[config.mk]
export PLATFORM = sky130hd
export DESIGN_NAME = multicycle_ctrl
export DESIGN_NICKNAME = d
export VERILOG_FILES = /design/src/rtl/multicycle_ctrl_pkg.sv /design/src/rtl/multicycle_ctrl_opcode_class_dec.sv /design/src/rtl/multicycle_ctrl.sv
export SDC_FILE = /design/constraint.sdc
export NUM_CORES = 1
export LEC_CHECK = 0
export ABC_AREA = 1
export CAP_MARGIN = 0
export CORE_UTILIZATION = 51
export CTS_BUF_LIST = sky130_fd_sc_hd__clkbuf_4 sky130_fd_sc_hd__clkbuf_8
export CTS_CLUSTER_DIAMETER = 60
export DETAILED_ROUTE_END_ITERATION = 8
export GPL_TIMING_DRIVEN = 0
export PLACE_DENSITY = 0.87
export SYNTH_ARGS = -nofsm -noshare
export SYNTH_HDL_FRONTEND = slang
export SYNTH_SLANG_ARGS = --single-unit
[constraint.sdc]
create_clock -name clk -period 3.9 [get_ports clk]
set_clock_uncertainty 0.1 [all_clocks]
set_input_delay 0.78 -clock clk [delete_from_list [all_inputs] [get_ports clk]]
set_output_delay 0.78 -clock clk [all_outputs]
set_load 0.01 [all_outputs]
[src/rtl/multicycle_ctrl_pkg.sv]
// Shared encodings for the multicycle RV32I control unit: FSM states, opcodes,
// datapath mux selects and the opcode-class enumeration.
package multicycle_ctrl_pkg;

    typedef enum logic [2:0] {
        ST_FETCH  = 3'd0,
        ST_DECODE = 3'd1,
        ST_EXEC   = 3'd2,
        ST_MEM    = 3'd3,
        ST_WB     = 3'd4,
        ST_TRAP   = 3'd5
    } state_t;

    typedef enum logic [3:0] {
        CLS_R,
        CLS_OPIMM,
        CLS_LOAD,
        CLS_STORE,
        CLS_BRANCH,
        CLS_JAL,
        CLS_JALR,
        CLS_LUI,
        CLS_AUIPC
    } opc_class_t;

    localparam logic [6:0] OPC_R      = 7'b0110011;
    localparam logic [6:0] OPC_OPIMM  = 7'b0010011;
    localparam logic [6:0] OPC_LOAD   = 7'b0000011;
    localparam logic [6:0] OPC_STORE  = 7'b0100011;
    localparam logic [6:0] OPC_BRANCH = 7'b1100011;
    localparam logic [6:0] OPC_JAL    = 7'b1101111;
    localparam logic [6:0] OPC_JALR   = 7'b1100111;
    localparam logic [6:0] OPC_LUI    = 7'b0110111;
    localparam logic [6:0] OPC_AUIPC  = 7'b0010111;

    localparam logic [1:0] IMM_I = 2'b00;
    localparam logic [1:0] IMM_S = 2'b01;
    localparam logic [1:0] IMM_B = 2'b10;
    localparam logic [1:0] IMM_J = 2'b11;

    localparam logic [1:0] PC_PLUS4  = 2'b00;
    localparam logic [1:0] PC_BRANCH = 2'b01;
    localparam logic [1:0] PC_ALU    = 2'b10;

    localparam logic [1:0] SRCB_RS2  = 2'b00;
    localparam logic [1:0] SRCB_IMM  = 2'b01;
    localparam logic [1:0] SRCB_IMMU = 2'b10;
    localparam logic [1:0] SRCB_FOUR = 2'b11;

    localparam logic [1:0] ALU_ADD   = 2'b00;
    localparam logic [1:0] ALU_CMP   = 2'b01;
    localparam logic [1:0] ALU_FUNCT = 2'b10;
    localparam logic [1:0] ALU_PASSB = 2'b11;

    localparam logic [1:0] WB_ALU = 2'b00;
    localparam logic [1:0] WB_MEM = 2'b01;
    localparam logic [1:0] WB_PC4 = 2'b10;

endpackage

[src/rtl/multicycle_ctrl_opcode_class_dec.sv]
// Combinational opcode decoder: instruction class, legality and immediate
// format select. Unknown opcodes report illegal with class R and I-format.
module opcode_class_dec
    import multicycle_ctrl_pkg::*;
(
    input  logic [6:0] opcode,
    output opc_class_t op_class,
    output logic       legal,
    output logic [1:0] imm_sel
);

    always_comb begin
        op_class = CLS_R;
        legal    = 1'b1;
        imm_sel  = IMM_I;
        case (opcode)
            OPC_R:      op_class = CLS_R;
            OPC_OPIMM:  op_class = CLS_OPIMM;
            OPC_LOAD:   op_class = CLS_LOAD;
            OPC_STORE: begin
                op_class = CLS_STORE;
                imm_sel  = IMM_S;
            end
            OPC_BRANCH: begin
                op_class = CLS_BRANCH;
                imm_sel  = IMM_B;
            end
            OPC_JAL: begin
                op_class = CLS_JAL;
                imm_sel  = IMM_J;
            end
            OPC_JALR:   op_class = CLS_JALR;
            OPC_LUI:    op_class = CLS_LUI;
            OPC_AUIPC:  op_class = CLS_AUIPC;
            default:    legal = 1'b0;
        endcase
    end

endmodule

[src/rtl/multicycle_ctrl.sv]
// Multicycle RV32I control FSM: FETCH/DECODE/EXEC/MEM/WB with a memory-wait
// watchdog that traps when MemReady never arrives.
module multicycle_ctrl
    import multicycle_ctrl_pkg::*;
#(
    parameter int WAIT_MAX = 15
) (
    input  logic       clk,
    input  logic       rst,
    input  logic [6:0] Opcode,
    input  logic       BrTaken,
    input  logic       MemReady,
    output logic [1:0] ImmSel,
    output logic       IRWrite,
    output logic       PCWrite,
    output logic [1:0] PCSrc,
    output logic [1:0] ALUSrcB,
    output logic       ALUSrcA,
    output logic [1:0] ALUOp,
    output logic       MemReq,
    output logic       MemWrite,
    output logic       IorD,
    output logic       RegWrite,
    output logic [1:0] WBSel,
    output logic       Illegal,
    output logic [2:0] State
);

    localparam logic [3:0] WAIT_LIM = 4'(WAIT_MAX);

    state_t     state_q, state_d;
    logic [3:0] wait_cnt_q;
    opc_class_t cls_q;
    logic [1:0] imm_sel_q;

    opc_class_t dec_cls;
    logic       dec_legal;
    logic [1:0] dec_imm_sel;
    logic       wait_expired;
    logic       ir_we, pc_we, mem_req, mem_we, reg_we;

    opcode_class_dec u_dec (
        .opcode   (Opcode),
        .op_class (dec_cls),
        .legal    (dec_legal),
        .imm_sel  (dec_imm_sel)
    );

    // A coincident MemReady takes priority over the watchdog.
    assign wait_expired = (wait_cnt_q == WAIT_LIM) && !MemReady;

    always_ff @(posedge clk) begin
        if (rst) begin
            state_q    <= ST_FETCH;
            wait_cnt_q <= '0;
            cls_q      <= CLS_R;
            imm_sel_q  <= IMM_I;
        end else begin
            state_q <= state_d;
            if (state_d == state_q && (state_q == ST_FETCH || state_q == ST_MEM))
                wait_cnt_q <= wait_cnt_q + 4'd1;
            else
                wait_cnt_q <= '0;
            if (state_q == ST_DECODE) begin
                cls_q     <= dec_cls;
                imm_sel_q <= dec_imm_sel;
            end
        end
    end

    always_comb begin
        state_d = state_q;
        ImmSel  = imm_sel_q;
        ir_we   = 1'b0;
        pc_we   = 1'b0;
        PCSrc   = PC_PLUS4;
        ALUSrcB = SRCB_RS2;
        ALUSrcA = 1'b0;
        ALUOp   = ALU_ADD;
        mem_req = 1'b0;
        mem_we  = 1'b0;
        IorD    = 1'b0;
        reg_we  = 1'b0;
        WBSel   = WB_ALU;
        Illegal = 1'b0;
        case (state_q)
            ST_FETCH: begin
                // ALU forms PC+4 while the instruction is read.
                mem_req = 1'b1;
                ALUSrcA = 1'b1;
                ALUSrcB = SRCB_FOUR;
                if (MemReady) begin
                    ir_we   = 1'b1;
                    pc_we   = 1'b1;
                    state_d = ST_DECODE;
                end else if (wait_expired) begin
                    state_d = ST_TRAP;
                end
            end
            ST_DECODE: begin
                ImmSel  = dec_imm_sel;
                state_d = dec_legal ? ST_EXEC : ST_TRAP;
            end
            ST_EXEC: begin
                state_d = ST_WB;
                case (cls_q)
                    CLS_R:     ALUOp = ALU_FUNCT;
                    CLS_OPIMM: begin
                        ALUOp   = ALU_FUNCT;
                        ALUSrcB = SRCB_IMM;
                    end
                    CLS_LOAD, CLS_STORE: begin
                        ALUSrcB = SRCB_IMM;
                        state_d = ST_MEM;
                    end
                    CLS_LUI: begin
                        ALUOp   = ALU_PASSB;
                        ALUSrcB = SRCB_IMMU;
                    end
                    CLS_AUIPC: begin
                        ALUSrcA = 1'b1;
                        ALUSrcB = SRCB_IMMU;
                    end
                    CLS_BRANCH: begin
                        ALUOp   = ALU_CMP;
                        pc_we   = BrTaken;
                        PCSrc   = PC_BRANCH;
                        state_d = ST_FETCH;
                    end
                    CLS_JAL: begin
                        pc_we = 1'b1;
                        PCSrc = PC_BRANCH;
                    end
                    CLS_JALR: begin
                        pc_we   = 1'b1;
                        PCSrc   = PC_ALU;
                        ALUSrcB = SRCB_IMM;
                    end
                    default: state_d = ST_TRAP;
                endcase
            end
            ST_MEM: begin
                mem_req = 1'b1;
                IorD    = 1'b1;
                mem_we  = (cls_q == CLS_STORE);
                if (MemReady)
                    state_d = (cls_q == CLS_LOAD) ? ST_WB : ST_FETCH;
                else if (wait_expired)
                    state_d = ST_TRAP;
            end
            ST_WB: begin
                reg_we  = 1'b1;
                state_d = ST_FETCH;
                case (cls_q)
                    CLS_LOAD:          WBSel = WB_MEM;
                    CLS_JAL, CLS_JALR: WBSel = WB_PC4;
                    default:           WBSel = WB_ALU;
                endcase
            end
            ST_TRAP: Illegal = 1'b1;
            default: state_d = ST_FETCH;
        endcase
    end

    // Reset suppresses every enable immediately, even mid-transaction.
    assign IRWrite  = ir_we   & ~rst;
    assign PCWrite  = pc_we   & ~rst;
    assign MemReq   = mem_req & ~rst;
    assign MemWrite = mem_we  & ~rst;
    assign RegWrite = reg_we  & ~rst;
    assign State    = state_q;

endmodule

==> impl_metrics.csv <==
group,metric,value,unit
min_path,worstHoldPathType,"flop to flop",
sta,maxClockFrequency,293,MHz
logic_synthesis,yosys_register_bits,13,
logic_synthesis,post_synth_instance_area,0.00101,mm2
logic_synthesis,syn_avg_cell_area,6.15,um2
global_route,grt_pass1_wl,4200,um
routing,drt_iter0_drc,22,
logic_synthesis,synthTopCellsByArea,"sky130_fd_sc_hd__dfxtp_1 (26%), sky130_fd_sc_hd__nand2_1 (14%), sky130_fd_sc_hd__nand3_1 (9.9%), sky130_fd_sc_hd__a21oi_1 (7.4%), sky130_fd_sc_hd__nor2_1 (6.7%)",
global_route,grt_start_max_net_pins,11,
sta,min_period_over_period,87.7,%
sta,setup_violations,0,
clock_tree,cts_inserted_buffers,3,
logic_synthesis,synth_fp_nets,177,
critical_path,timing.critical_path.from_type,"primary input",
clock_tree,worst_skew_pair_later_pin_latency,0.29,ns
pwr,power_density,296,mW/mm2
placed_design,routabilityCongestion,0.874,
routing,avgRoutedWirePerCell,11.0,um
sta,timing.final.max_slew_violations,0,
global_route,gr-total-overflow,0,
clock_tree,cts.htree.levels,1,
clock_tree,post_cts_resize_count,0,
logic_synthesis,synth_most_common_cell,"sky130_fd_sc_hd__nand2_1",
run,maxCapViolations,0,
logic_synthesis,synthDominantAreaCellType,"sky130_fd_sc_hd__dfxtp_1",
floorplanning,floorplan.rows,15,
final_layout,utilization,76.9,%
final_layout,drive_gt1_share,15.5,%
clock_tree,post_cts_buffers,0,
global_route,initial_antenna_violation_count,0,
sta,worst_slew_margin_rel,72.9,%
floorplanning,die_height,46.6,um
logic_synthesis,synth.distinct_cells,30,
floorplanning,start_util,56.3,%
logic_synthesis,synth_edf_count,0,
placed_design,place_area,0.00136,mm2
logic_synthesis,seq_area_frac_synth,25.6,%
clock_tree,clock_path_buffers,2,
logic_synthesis,synthArstFlopShare,0,%
logic_synthesis,synth_common_cells,"sky130_fd_sc_hd__nand2_1 (39), sky130_fd_sc_hd__nand3_1 (20), sky130_fd_sc_hd__nor2_1 (18), sky130_fd_sc_hd__inv_1 (16), sky130_fd_sc_hd__a21oi_1 (15)",
critical_path,cp.required,3.02,ns
logic_synthesis,synth_flop_cell,"sky130_fd_sc_hd__dfxtp_1",
sta,setup_ws,0.481,ns
logic_synthesis,syn_warnings,0,
placed_design,detailedPlacementHpwl,2040,um
routing,antenna_violating_nets_post_route,0,
clock_tree,clk_transition_reported_paths,0.07,ns
routing,drt_wirelength,2490,um
clock_tree,cts_tree,"done",
sta,finalHoldViolCount,0,
critical_path,worst_r2r_path_depth,7,
sta,hold_slack,0.359,ns
sta,clock_period_minus_final_worst_setup_slack,3.42,ns
routing,detail_route.vias_per_cell,5.23,
placed_design,preCtsSetupSlack,0.512,ns
final_layout,antenna_cells_inserted,0,
critical_path,cp.arrival,2.54,ns
clock_tree,cts_hold_buffers,0,
floorplanning,floorplan.core_area,0.00180,mm2
global_route,groute.usage.overall,27.2,%
placed_design,post-place-cells,221,
placed_design,numPortBuffers,31,
floorplanning,die_area,0.00217,mm2
final_layout,stdcell_count,225,
final_layout,final_net_count,213,
routing,firstDrtPassIters,4,
logic_synthesis,netlist.area_leader.share,25.6,%
logic_synthesis,post_synth_inst_count,165,
floorplanning,fp.dieW,46.6,um
clock_tree,cts-root-buf,"sky130_fd_sc_hd__clkbuf_4",
routing,detailroute.via_count,1177,
floorplanning,top_level_ports,32,
outcome,outcome,"finished clean",
final_layout,cell_area_after_layout,0.00139,mm2
sta,tightest_slew,0.406,ns
final_layout,areaGrowthSynthToFinish,36.6,%
pwr,vdd_drop_max,0.221,mV
min_path,min_delay_path_depth,1,
clock_tree,clock-sinks,13,
global_route,number_of_global_route_vias_before_repair,1011,
sta,setup_total_negative_slack,0,ns
critical_path,setup.worst_path.class,"primary input to output pin",
routing,post-route-drc-count,0,
critical_path,cp-end-kind,"output pin",
sta,unrepaired_setup_endpoints_after_global_routing,"no",
pwr,finalPower,0.411,mW
critical_path,crit_fanout,5,
pwr,power_leakage,0.594,nW
-- logic make-up after synthesis --
group | after synthesis | synth area share [%]
AOI/OAI and AO/OA | 24 | 13.9
and+or+nand+nor | 100 | 48.1
DFF | 13 | 25.6
buffers and inverters | 25 | 9.37
xor gates and xnor gates | 2 | 1.73
adders and majority gates | 1 | 1.23
-- placed cells by master (no fill, tap or decap), types with 2 or more instances in the layout --
master	synthesis	final
sky130_fd_sc_hd__nand2_1	39	39
sky130_fd_sc_hd__clkdlybuf4s50_1	0	31
sky130_fd_sc_hd__nand3_1	20	20
sky130_fd_sc_hd__nor2_1	18	18
sky130_fd_sc_hd__inv_1	16	16
sky130_fd_sc_hd__a21oi_1	15	15
sky130_fd_sc_hd__dfxtp_1	13	13
sky130_fd_sc_hd__inv_2	6	6
sky130_fd_sc_hd__nor2_2	5	5
sky130_fd_sc_hd__nand2_2	4	4
sky130_fd_sc_hd__clkbuf_4	0	4
sky130_fd_sc_hd__or2_2	2	2
sky130_fd_sc_hd__nor2_4	2	2
sky130_fd_sc_hd__nor4_1	2	2
sky130_fd_sc_hd__a31oi_1	2	2
sky130_fd_sc_hd__nand3_2	2	2
sky130_fd_sc_hd__nor3_2	2	2
sky130_fd_sc_hd__a211oi_1	2	2
sky130_fd_sc_hd__a21oi_2	2	2
-- worst paths after layout --
| check | from | endpoint | slack [ns] |
|---|---|---|---|
| worst min register to register | wait_cnt_q[0]$_SDFF_PP0_ | wait_cnt_q[0]$_SDFF_PP0_ | 0.36 |
| worst max register to register | State[1]$_SDFF_PP0_ | cls_q[2]$_SDFFE_PP0N_ | 2.28 |
| worst max-delay path | Opcode[3] | ImmSel[1] | 0.48 |
| worst min-delay path | wait_cnt_q[0]$_SDFF_PP0_ | wait_cnt_q[0]$_SDFF_PP0_ | 0.36 |
-- state kept, by name (all words and copies together) (netlist names) --
name        flops
imm_sel_q       2
wait_cnt_q      4
cls_q           4
State           3
-- metal layers --
metal,GRT usage [%],wire length (um)
met5,0,0
met2,47.5,1200
met3,5.10,149
met1,31.1,1080
met4,12.9,48
-- report_power, final --
part           switching, mW  leakage [nW]  total (mW)  internal, mW
Clock                 0.0460        0.0184      0.0928        0.0468
Combinational         0.0885         0.470       0.167        0.0783
Sequential           0.00894         0.106       0.151         0.142
Total                  0.143         0.594       0.411         0.267
-- final cells by class --
type                       count  area [um2]
multi-input combinational    127         659
fill                         157         415
timing repair buffer          31         310
sequential                    13         260
inverter                      23        86.3
tap                           25        31.3
clock buffer                   4        30.0
buffer                         2        8.76
-- critical path: stages --
cell	delay (ns)
sky130_fd_sc_hd__clkdlybuf4s50_1	0.49
sky130_fd_sc_hd__nor3_2	0.31
sky130_fd_sc_hd__o21ai_0	0.21
sky130_fd_sc_hd__a21oi_1	0.19
sky130_fd_sc_hd__clkdlybuf4s50_1	0.55
Power figures use the tool's default switching activity.
